**config.mk**
```make
export PLATFORM = sky130hd
export DESIGN_NAME = sap2_controller
export DESIGN_NICKNAME = d
export VERILOG_FILES = /design/src/rtl/sap2_ctrl_pkg.sv /design/src/rtl/sap2_ctrl_decode.sv /design/src/rtl/sap2_controller.sv
export SDC_FILE = /design/constraint.sdc
export NUM_CORES = 1
export LEC_CHECK = 0
export BUFFER_PORTS_ARGS = -buffer_cell sky130_fd_sc_hd__buf_2
export CORE_AREA = 2 2 68 70
export DETAILED_ROUTE_END_ITERATION = 10
export DIE_AREA = 0 0 70 72
export GPL_ROUTABILITY_DRIVEN = 0
export GPL_TIMING_DRIVEN = 0
export HOLD_SLACK_MARGIN = 0.05
export PLACE_DENSITY_LB_ADDON = 0.05
export SLEW_MARGIN = 20
export SYNTH_ARGS = -nofsm -noshare
export SYNTH_HDL_FRONTEND = slang
export SYNTH_HIERARCHICAL = 1
export SYNTH_SLANG_ARGS = --single-unit
```
**constraint.sdc**
```tcl
create_clock -name CLK -period 4 [get_ports CLK]
set_clock_uncertainty 0.15 [all_clocks]
set_input_delay 0.6 -clock CLK [delete_from_list [all_inputs] [get_ports CLK]]
set_output_delay 0.6 -clock CLK [all_outputs]
set_load 0.005 [all_outputs]
```
**src/rtl/sap2_ctrl_pkg.sv**
```systemverilog
// Shared constants for the SAP-2 control sequencer: control-word bit positions,
// opcodes, one-hot T-states and the per-opcode end-state table.
package sap2_ctrl_pkg;

    localparam int CW_W = 12;
    localparam int T_W  = 18;

    localparam int CW_EP  = 0;
    localparam int CW_LM  = 1;
    localparam int CW_CP  = 2;
    localparam int CW_CE  = 3;
    localparam int CW_LI  = 4;
    localparam int CW_LA  = 5;
    localparam int CW_EB  = 6;
    localparam int CW_EU  = 7;
    localparam int CW_SU  = 8;
    localparam int CW_LPL = 9;
    localparam int CW_LPH = 10;
    localparam int CW_HLT = 11;

    localparam logic [CW_W-1:0] M_EP  = CW_W'(1) << CW_EP;
    localparam logic [CW_W-1:0] M_LM  = CW_W'(1) << CW_LM;
    localparam logic [CW_W-1:0] M_CP  = CW_W'(1) << CW_CP;
    localparam logic [CW_W-1:0] M_CE  = CW_W'(1) << CW_CE;
    localparam logic [CW_W-1:0] M_LI  = CW_W'(1) << CW_LI;
    localparam logic [CW_W-1:0] M_LA  = CW_W'(1) << CW_LA;
    localparam logic [CW_W-1:0] M_EB  = CW_W'(1) << CW_EB;
    localparam logic [CW_W-1:0] M_EU  = CW_W'(1) << CW_EU;
    localparam logic [CW_W-1:0] M_SU  = CW_W'(1) << CW_SU;
    localparam logic [CW_W-1:0] M_LPL = CW_W'(1) << CW_LPL;
    localparam logic [CW_W-1:0] M_LPH = CW_W'(1) << CW_LPH;
    localparam logic [CW_W-1:0] M_HLT = CW_W'(1) << CW_HLT;

    localparam logic [7:0] OP_NOP    = 8'h00;
    localparam logic [7:0] OP_MOV_AB = 8'h78;
    localparam logic [7:0] OP_ADD_B  = 8'h80;
    localparam logic [7:0] OP_SUB_B  = 8'h90;
    localparam logic [7:0] OP_MVI_A  = 8'h3E;
    localparam logic [7:0] OP_JMP    = 8'hC3;
    localparam logic [7:0] OP_JZ     = 8'hCA;
    localparam logic [7:0] OP_HLT    = 8'h76;

    localparam logic [T_W-1:0] T01 = 18'h00001;
    localparam logic [T_W-1:0] T02 = 18'h00002;
    localparam logic [T_W-1:0] T03 = 18'h00004;
    localparam logic [T_W-1:0] T04 = 18'h00008;
    localparam logic [T_W-1:0] T05 = 18'h00010;
    localparam logic [T_W-1:0] T06 = 18'h00020;
    localparam logic [T_W-1:0] T07 = 18'h00040;
    localparam logic [T_W-1:0] T08 = 18'h00080;
    localparam logic [T_W-1:0] T09 = 18'h00100;

    typedef enum logic [1:0] {
        MODE_RUN,
        MODE_HALT,
        MODE_ERR
    } mode_t;

    // Zero-based ring index of the last T-state of each instruction.
    function automatic logic [4:0] end_index(input logic [7:0] op, input logic zq);
        case (op)
            OP_MVI_A: end_index = 5'd5;
            OP_JMP:   end_index = 5'd8;
            OP_JZ:    end_index = zq ? 5'd8 : 5'd4;
            default:  end_index = 5'd3;
        endcase
    endfunction

    function automatic logic is_legal(input logic [7:0] op);
        case (op)
            OP_NOP, OP_MOV_AB, OP_ADD_B, OP_SUB_B,
            OP_MVI_A, OP_JMP, OP_JZ, OP_HLT: is_legal = 1'b1;
            default:                         is_legal = 1'b0;
        endcase
    endfunction

endpackage

```
**src/rtl/sap2_ctrl_decode.sv**
```systemverilog
// Purely combinational decode of (T-state, opcode, latched zero flag) into the
// raw control word plus end-of-instruction, legality and range indications.
module sap2_ctrl_decode
    import sap2_ctrl_pkg::*;
(
    input  logic [T_W-1:0]  state,
    input  logic [7:0]      opcode,
    input  logic            zero_q,
    output logic [CW_W-1:0] cw_raw,
    output logic            last,
    output logic            legal,
    output logic            in_range
);

    logic [4:0]      end_idx;
    logic [T_W-1:0]  end_state;
    logic [T_W-1:0]  range_mask;
    logic [CW_W-1:0] jmp_cw;

    always_comb begin
        end_idx    = end_index(opcode, zero_q);
        end_state  = T_W'(1) << end_idx;
        range_mask = (end_state << 1) - T_W'(1);
        last       = (state == end_state);
        in_range   = ((state & ~range_mask) == '0);
        legal      = is_legal(opcode);
    end

    // Operand fetch of a 16-bit address: low byte to PC-low, then high byte to PC-high.
    always_comb begin
        jmp_cw = '0;
        case (state)
            T04:     jmp_cw = M_EP | M_LM;
            T05:     jmp_cw = M_CP;
            T06:     jmp_cw = M_CE | M_LPL;
            T07:     jmp_cw = M_EP | M_LM;
            T08:     jmp_cw = M_CP;
            T09:     jmp_cw = M_CE | M_LPH;
            default: jmp_cw = '0;
        endcase
    end

    always_comb begin
        cw_raw = '0;
        case (state)
            T01: cw_raw = M_EP | M_LM;
            T02: cw_raw = M_CP;
            T03: cw_raw = M_CE | M_LI;
            default: begin
                case (opcode)
                    OP_MOV_AB: if (state == T04) cw_raw = M_EB | M_LA;
                    OP_ADD_B:  if (state == T04) cw_raw = M_EU | M_LA;
                    OP_SUB_B:  if (state == T04) cw_raw = M_SU | M_EU | M_LA;
                    OP_HLT:    if (state == T04) cw_raw = M_HLT;
                    OP_MVI_A: begin
                        if (state == T04)      cw_raw = M_EP | M_LM;
                        else if (state == T05) cw_raw = M_CP;
                        else if (state == T06) cw_raw = M_CE | M_LA;
                    end
                    OP_JMP: cw_raw = jmp_cw;
                    // Untaken branch still steps PC past both address bytes.
                    OP_JZ: begin
                        if (zero_q)                            cw_raw = jmp_cw;
                        else if (state == T04 || state == T05) cw_raw = M_CP;
                    end
                    default: cw_raw = '0;
                endcase
            end
        endcase
    end

endmodule

```
**src/rtl/sap2_controller.sv**
```systemverilog
// SAP-2 control sequencer: gates the decoded control word, drives the ring
// counter clear and keeps halt/error/illegal status and the retired count.
module sap2_controller
    import sap2_ctrl_pkg::*;
#(
    parameter int CNT_W = 16
) (
    input  logic             CLK,
    input  logic             CLR,
    input  logic [T_W-1:0]   state,
    input  logic [7:0]       opcode,
    input  logic             zero,
    output logic [CW_W-1:0]  cw,
    output logic             ring_nclr,
    output logic             run,
    output logic             illegal,
    output logic             err,
    output logic [CNT_W-1:0] instr_cnt
);

    mode_t           mode;
    mode_t           mode_next;
    logic            zero_q;
    logic [CW_W-1:0] cw_raw;
    logic            last;
    logic            legal;
    logic            in_range;
    logic            onehot;
    logic            bad;

    sap2_ctrl_decode u_decode (
        .state    (state),
        .opcode   (opcode),
        .zero_q   (zero_q),
        .cw_raw   (cw_raw),
        .last     (last),
        .legal    (legal),
        .in_range (in_range)
    );

    always_comb begin
        onehot = (state != '0) && ((state & (state - T_W'(1))) == '0);
        bad    = !onehot || !in_range;
    end

    always_ff @(posedge CLK or posedge CLR) begin
        if (CLR) mode <= MODE_RUN;
        else     mode <= mode_next;
    end

    // A desync on the same edge as HLT's last T-state takes priority over halting.
    always_comb begin
        mode_next = mode;
        case (mode)
            MODE_RUN: begin
                if (bad)
                    mode_next = MODE_ERR;
                else if (last && state == T04 && opcode == OP_HLT)
                    mode_next = MODE_HALT;
            end
            default: mode_next = mode;
        endcase
    end

    always_comb begin
        cw        = '0;
        ring_nclr = 1'b1;
        run       = 1'b1;
        err       = (mode == MODE_ERR);
        if (!CLR) begin
            case (mode)
                MODE_RUN: begin
                    cw        = cw_raw;
                    ring_nclr = !last;
                end
                default: begin
                    ring_nclr = 1'b0;
                    run       = 1'b0;
                end
            endcase
        end
    end

    always_ff @(posedge CLK or posedge CLR) begin
        if (CLR) begin
            zero_q    <= 1'b0;
            illegal   <= 1'b0;
            instr_cnt <= '0;
        end else if (mode == MODE_RUN && !bad) begin
            if (state == T03)
                zero_q <= zero;
            if (state == T04 && !legal)
                illegal <= 1'b1;
            if (last)
                instr_cnt <= instr_cnt + CNT_W'(1);
        end
    end

endmodule

```
**After elaboration in Yosys (flattened, before gate mapping)**

Index checks and enable logic that the tools add are counted.

- Word-level logic and storage cells: 77
- Memories: 0
- Bits in writable memories: 0
- Output and inout bits: 32
- Flip-flop bits (word level): 20
- Bits of input ports: 29
- Latch bits: 0
- Memory bits (read-only): 0

- Bitwise logic cells: 3
- $mul: 0
- Add/subtract/negate cells: 3
- Divide/modulo/power cells: 0
- Muxes and demuxes: 23
- Shift operators: 1
- Reductions and logical operators: 25
- Equality and inequality tests: 18
- Magnitude comparators: 0

Operators by type and width:

| operator | count |
|---|---|
| 12-bit case mux with 7 select lines | 1 |
| 12-bit two-way mux | 6 |
| 11-bit case mux with 4 select lines | 1 |
| 18-bit AND | 2 |
| 18-bit zero test | 2 |
| 12-bit case mux with 3 select lines | 1 |
| 18-bit by 1-bit subtractor with 18-bit output (second input constant) | 2 |
| 8-bit == test (second input constant) | 4 |
| 18-bit by 1-bit == test with 1-bit output (second input constant) | 1 |
| 18-bit == test | 1 |
| 18-bit by 2-bit == test with 1-bit output (second input constant) | 1 |
| 18-bit by 3-bit == test with 1-bit output (second input constant) | 1 |
| 18-bit by 4-bit == test with 1-bit output (second input constant) | 1 |
| 18-bit by 5-bit == test with 1-bit output (second input constant) | 1 |
| 18-bit by 6-bit == test with 1-bit output (second input constant) | 1 |
| 18-bit by 7-bit == test with 1-bit output (second input constant) | 1 |
| 18-bit by 8-bit == test with 1-bit output (second input constant) | 1 |
| 18-bit by 9-bit == test with 1-bit output (second input constant) | 1 |
| 18-bit NOT | 1 |
| 18-bit nonzero test | 1 |
| 1-bit by 5-bit << shifter with 18-bit output (first input constant) | 1 |
| 16-bit by 1-bit adder with 16-bit output (second input constant) | 1 |
| 8-bit by 7-bit == test with 1-bit output (second input constant) | 2 |
| 5-bit case mux with 3 select lines | 1 |
| other kinds (19) | 37 |

**Longest topological paths before layout**

- Word-level depth: 12
- Depth in mapped cells: 12
- Depth with buffers taken out: 11

**Modules after synthesis**

Netlist, hierarchy kept.

Modules (own cells, without submodules):

| module | cells each | area an instance (um2) | times used |
|---|---|---|---|
| sap2_controller | 151 | 1426.4 | 1 |
| sap2_ctrl_decode | 101 | 670.6 | 1 |

**Least setup slack after synthesis**

Ideal clock, no wire load.

- Path kind: input to register
- Start: input state[15]
- End: register instr_cnt[11]
- Setup slack: 0.220 ns
- Cell stages on the path: 8
- Setup time: 0.079 ns
- Required time: 3.771 ns
- Arrival: 3.551 ns
- Path through: or4_4 -> or4b_4 -> a2111oi_2 -> or3b_2 -> nor2_1 -> or4b_1 -> nor3_2 -> xor2_1

RTL lines:

| element | line | RTL |
|---|---|---|
| start, declared | sap2_controller.sv:10 | `input logic [T_W-1:0] state,` |
| 18-bit == test | sap2_ctrl_decode.sv:24 | `last = (state == end_state);` |
| net last | sap2_controller.sv:25 | `logic last;` |
| 2-bit AND reduction (no source line) | - |  |
| end signal, assigned | sap2_controller.sv:95 | `instr_cnt <= instr_cnt + CNT_W'(1);` |
| end, declared | sap2_controller.sv:18 | `output logic [CNT_W-1:0] instr_cnt` |

The timed path passes the listed nets, and every way through them passes these cells.
A chain may end at the register's enable or synchronous reset.

**Final worst setup path**

- Start: input state[15]
- End: register instr_cnt[7]

Same word-level chain as after synthesis.

==> results.py <==
metrics = {
    "die": {
        "num_rows": 24,
        "initial_core_util_pct": 49.18,
        "die_h_um": 72,
        "coreArea_um2": 4264,
        "io_pins": 61,
        "die_width_um": 70,
        "die-area_um2": 5040,
    },
    "placement": {
        "portBuffers": 60,
        "detailed_place_hpwl_um": 4317,
        "place_ws_ns": -0.3707,
        "dp_cells": 365,
    },
    "drt": {
        "wl_um": 5687,
        "vias_per_cell": 6.167,
        "avgRoutedWirePerCell_um": 15.29,
        "drc": 0,
        "via_count": 2294,
        "drt_first_pass_iters": 5,
        "drt-initial-drc-count": 132,
        "drt.antenna.violating_nets": 0,
    },
    "logic_synthesis": {
        "ys.flop_type": "dfrtp_1",
        "avgSynthCellArea_um2": 8.321,
        "synth_cell_types": 65,
        "yosys.area.top_type_share_pct": 23.87,
        "yosys_warnings": 6,
        "ys_ff_latch": 20,
        "async_reset_ff_share_pct": 100.0,
        "yosysSeqAreaShare_pct": 23.87,
        "yosys-top-cells-count": "nor2_1 (22), dfrtp_1 (20), nor3_1 (16), xor2_1 (15)",
        "synth.area.top_cells": "dfrtp_1 (24%), xor2_1 (6.3%), nor2_1 (3.9%), and2_1 (3.9%), nor4_1 (3.9%)",
        "synth_cells": 252,
        "synth_edf_count": 0,
        "synth_most_common_cell": "nor2_1",
        "syn_area_um2": 2097,
        "yosys.area.top_type": "dfrtp_1",
    },
    "global_routing": {
        "grt_max_degree": 23,
        "grt_pass1_wl_um": 9370,
        "track_usage_pct": 22.31,
        "antenna_found_initial": 0,
        "grt_pass1_vias": 2035,
        "top_usage_layer": "met2",
        "gr-usage-met2_pct": 38.62,
        "grt_overflow": 0,
        "use_met1_pct": 29.73,
        "grtUsageMet3_pct": 2.083,
    },
    "cells_and_area": {
        "final_core_util_pct": 60.59,
        "areaGrowthSynthToFinish_pct": 23.21,
        "nFillCells": 420,
        "final_nets": 352,
        "num_antenna_cells": 0,
        "stdcell_count": 372,
        "drive_gt1_share_pct": 30.31,
        "seqCellArea_um2": 500.5,
        "multi_input_area_um2": 1575,
    },
    "outcome": {
        "status": "finished, final reports clean",
    },
    "timing": {
        "fin_ws_ns": 0.2022,
        "tns_ns": 0,
        "max_slew.worst_pin.slew_ns": 1.007,
        "min_period_over_period_pct": 94.94,
        "setup_viol": 0,
        "period_minus_slack_ns": 3.798,
        "rsz0062_at_grt": "no",
        "fmax_mhz": 263.3,
        "final_max_slew_viol_count": 0,
        "relSlewSlack_pct": 32.35,
        "hold_violations": 0,
    },
    "pwr": {
        "ir_drop_mv": 0.2468,
        "power.density_nw_per_um2": 173.9,
        "p_leak_nw": 1.139,
    },
    "worst_setup_path": {
        "worstPathMaxFanout": 6,
        "path_class": "primary input to flip-flop",
        "worst_setup_path_start_kind": "primary input",
        "cp_slowest_cell": "or4_4",
        "cp-startpoint": "state[15]",
        "critPathCaptureType": "flip-flop",
        "arrival_ns": 3.84,
        "worstPathCellList": "buf_2 > or4_4 > or4b_4 > a2111oi_4 > or3b_2 > nor2_4 > nand4_1 > or3_1 > nor3_1 > xor2_1",
        "slowest_delay_ns": 0.57,
        "crit_required_ns": 4.04,
        "r2r-start": "zero_q$_DFFE_PP0P_",
    },
    "clock_network": {
        "cts_root_buf": "clkbuf_8",
        "clk_path_buf_depth": 2,
        "cts_tree": "done",
        "htree_levels": 1,
        "numCtsBuffers": 3,
        "clock_latency_ns": 0.26,
        "path_clk_slew_ns": 0.07,
        "cts.sinks": 20,
    },
    "flow_run": {
        "timing.max_cap.violations": 0,
    },
    "worst_hold_path": {
        "hp-class": "flip-flop to flip-flop",
        "hp-start": "instr_cnt[15]$_DFFE_PP0P_",
    },
}
## cell usage in the layout, fill, tap and decap left out, types with 3 or more instances in the layout
master    netlist  routed
a21oi_1         8       8
and2_1         13      13
and3_1          4       4
buf_2           1      61
buf_4           1       4
clkbuf_1        7       7
clkbuf_8        0       4
dfrtp_1        20      20
inv_1           7       7
nand2_1         9       9
nand3_1        12      12
nand4_1        12      12
nand4b_1        5       5
nor2_1         22      20
nor2b_1         6       5
nor3_1         16      16
nor3_2          3       3
nor3b_1         5       5
nor4_1         13      13
o211ai_1        5       5
or3_1           6       6
or4_4           4       4
xor2_1         15      15
## metrics by stage
| stage | total power [mW] | area, um^2 | hold WS (ns) |
|---|---|---|---|
| finish | 0.4494 | 2584 | 0.3140 |
| global route | 0.4675 | 2584 | 0.3286 |
| CTS | 0.4476 | 2534 | 0.3166 |
| detailed placement | 0.2954 | 2466 | 0.3026 |
| global placement | 0.2946 | 2466 | 0.2991 |
| floorplan | 0.2503 | 2101 | 0.3102 |
## layout make-up
class / count / share of cell area [%]
Clock buffer: 4 / 2.131
Multi-Input combinational cell: 217 / 60.97
Tap cell: 52 / 2.518
Sequential cell: 20 / 19.37
Inverter: 7 / 1.017
Buffer: 9 / 1.501
Timing Repair Buffer: 63 / 12.49
## worst max-delay path: cells and delay by family
family          cells  cell delay [ns]
buf+inv             1             0.12
xor+xnor            1             0.17
compound gates      1             0.42
simple gates        7             2.51
## what timing repair did
item	4_1_cts	5_1_grt
buffers inserted	0	3
hold buffers	0	0
pin swaps	0	2
gates resized for setup	1	6
endpoints found under the setup margin	4	12
## cell families after synthesis
logic type,count (synthesis),synth area share (%)
compound gates,40,14.74
xor+xnor,16,6.683
fa+ha+maj,3,1.670
buf+inv,16,3.103
flops,20,23.87
mux,3,1.790
other cells,1,0.1788
simple gates,153,47.97
## power by group
part                 switching [mW]  total, mW  leakage, nW  internal (mW)
registers      0.000000000000000980      0.202        0.274          0.202
logic                        0.0621     0.0930        0.836         0.0310
clock network                0.0666      0.154       0.0288         0.0877
## path summary, 6_finish.rpt
check | end | slack (ns) | cells after the start
max in group asynchronous | instr_cnt[4]$_DFFE_PP0P_ | 2.87 | 2
worst max register to register | instr_cnt[7]$_DFFE_PP0P_ | 0.52 | 10
worst max-delay path | instr_cnt[7]$_DFFE_PP0P_ | 0.20 | 10
min in group asynchronous | instr_cnt[7]$_DFFE_PP0P_ | 0.34 | 2
worst min-delay path | instr_cnt[15]$_DFFE_PP0P_ | 0.31 | 1
worst min register to register | instr_cnt[15]$_DFFE_PP0P_ | 0.31 | 1
## metal layers
metal,part of all wire (%),up-vias
met5,0,-
met4,1.3,0
met3,5.7,11
met2,48,86
met1,45,1074
li1,-,1123
## registers in the layout, summed over array words and instances (netlist names)
signal and count:
instr_cnt 16, zero_q 1, illegal 1, mode 2
Power figures use the tool's default switching activity.
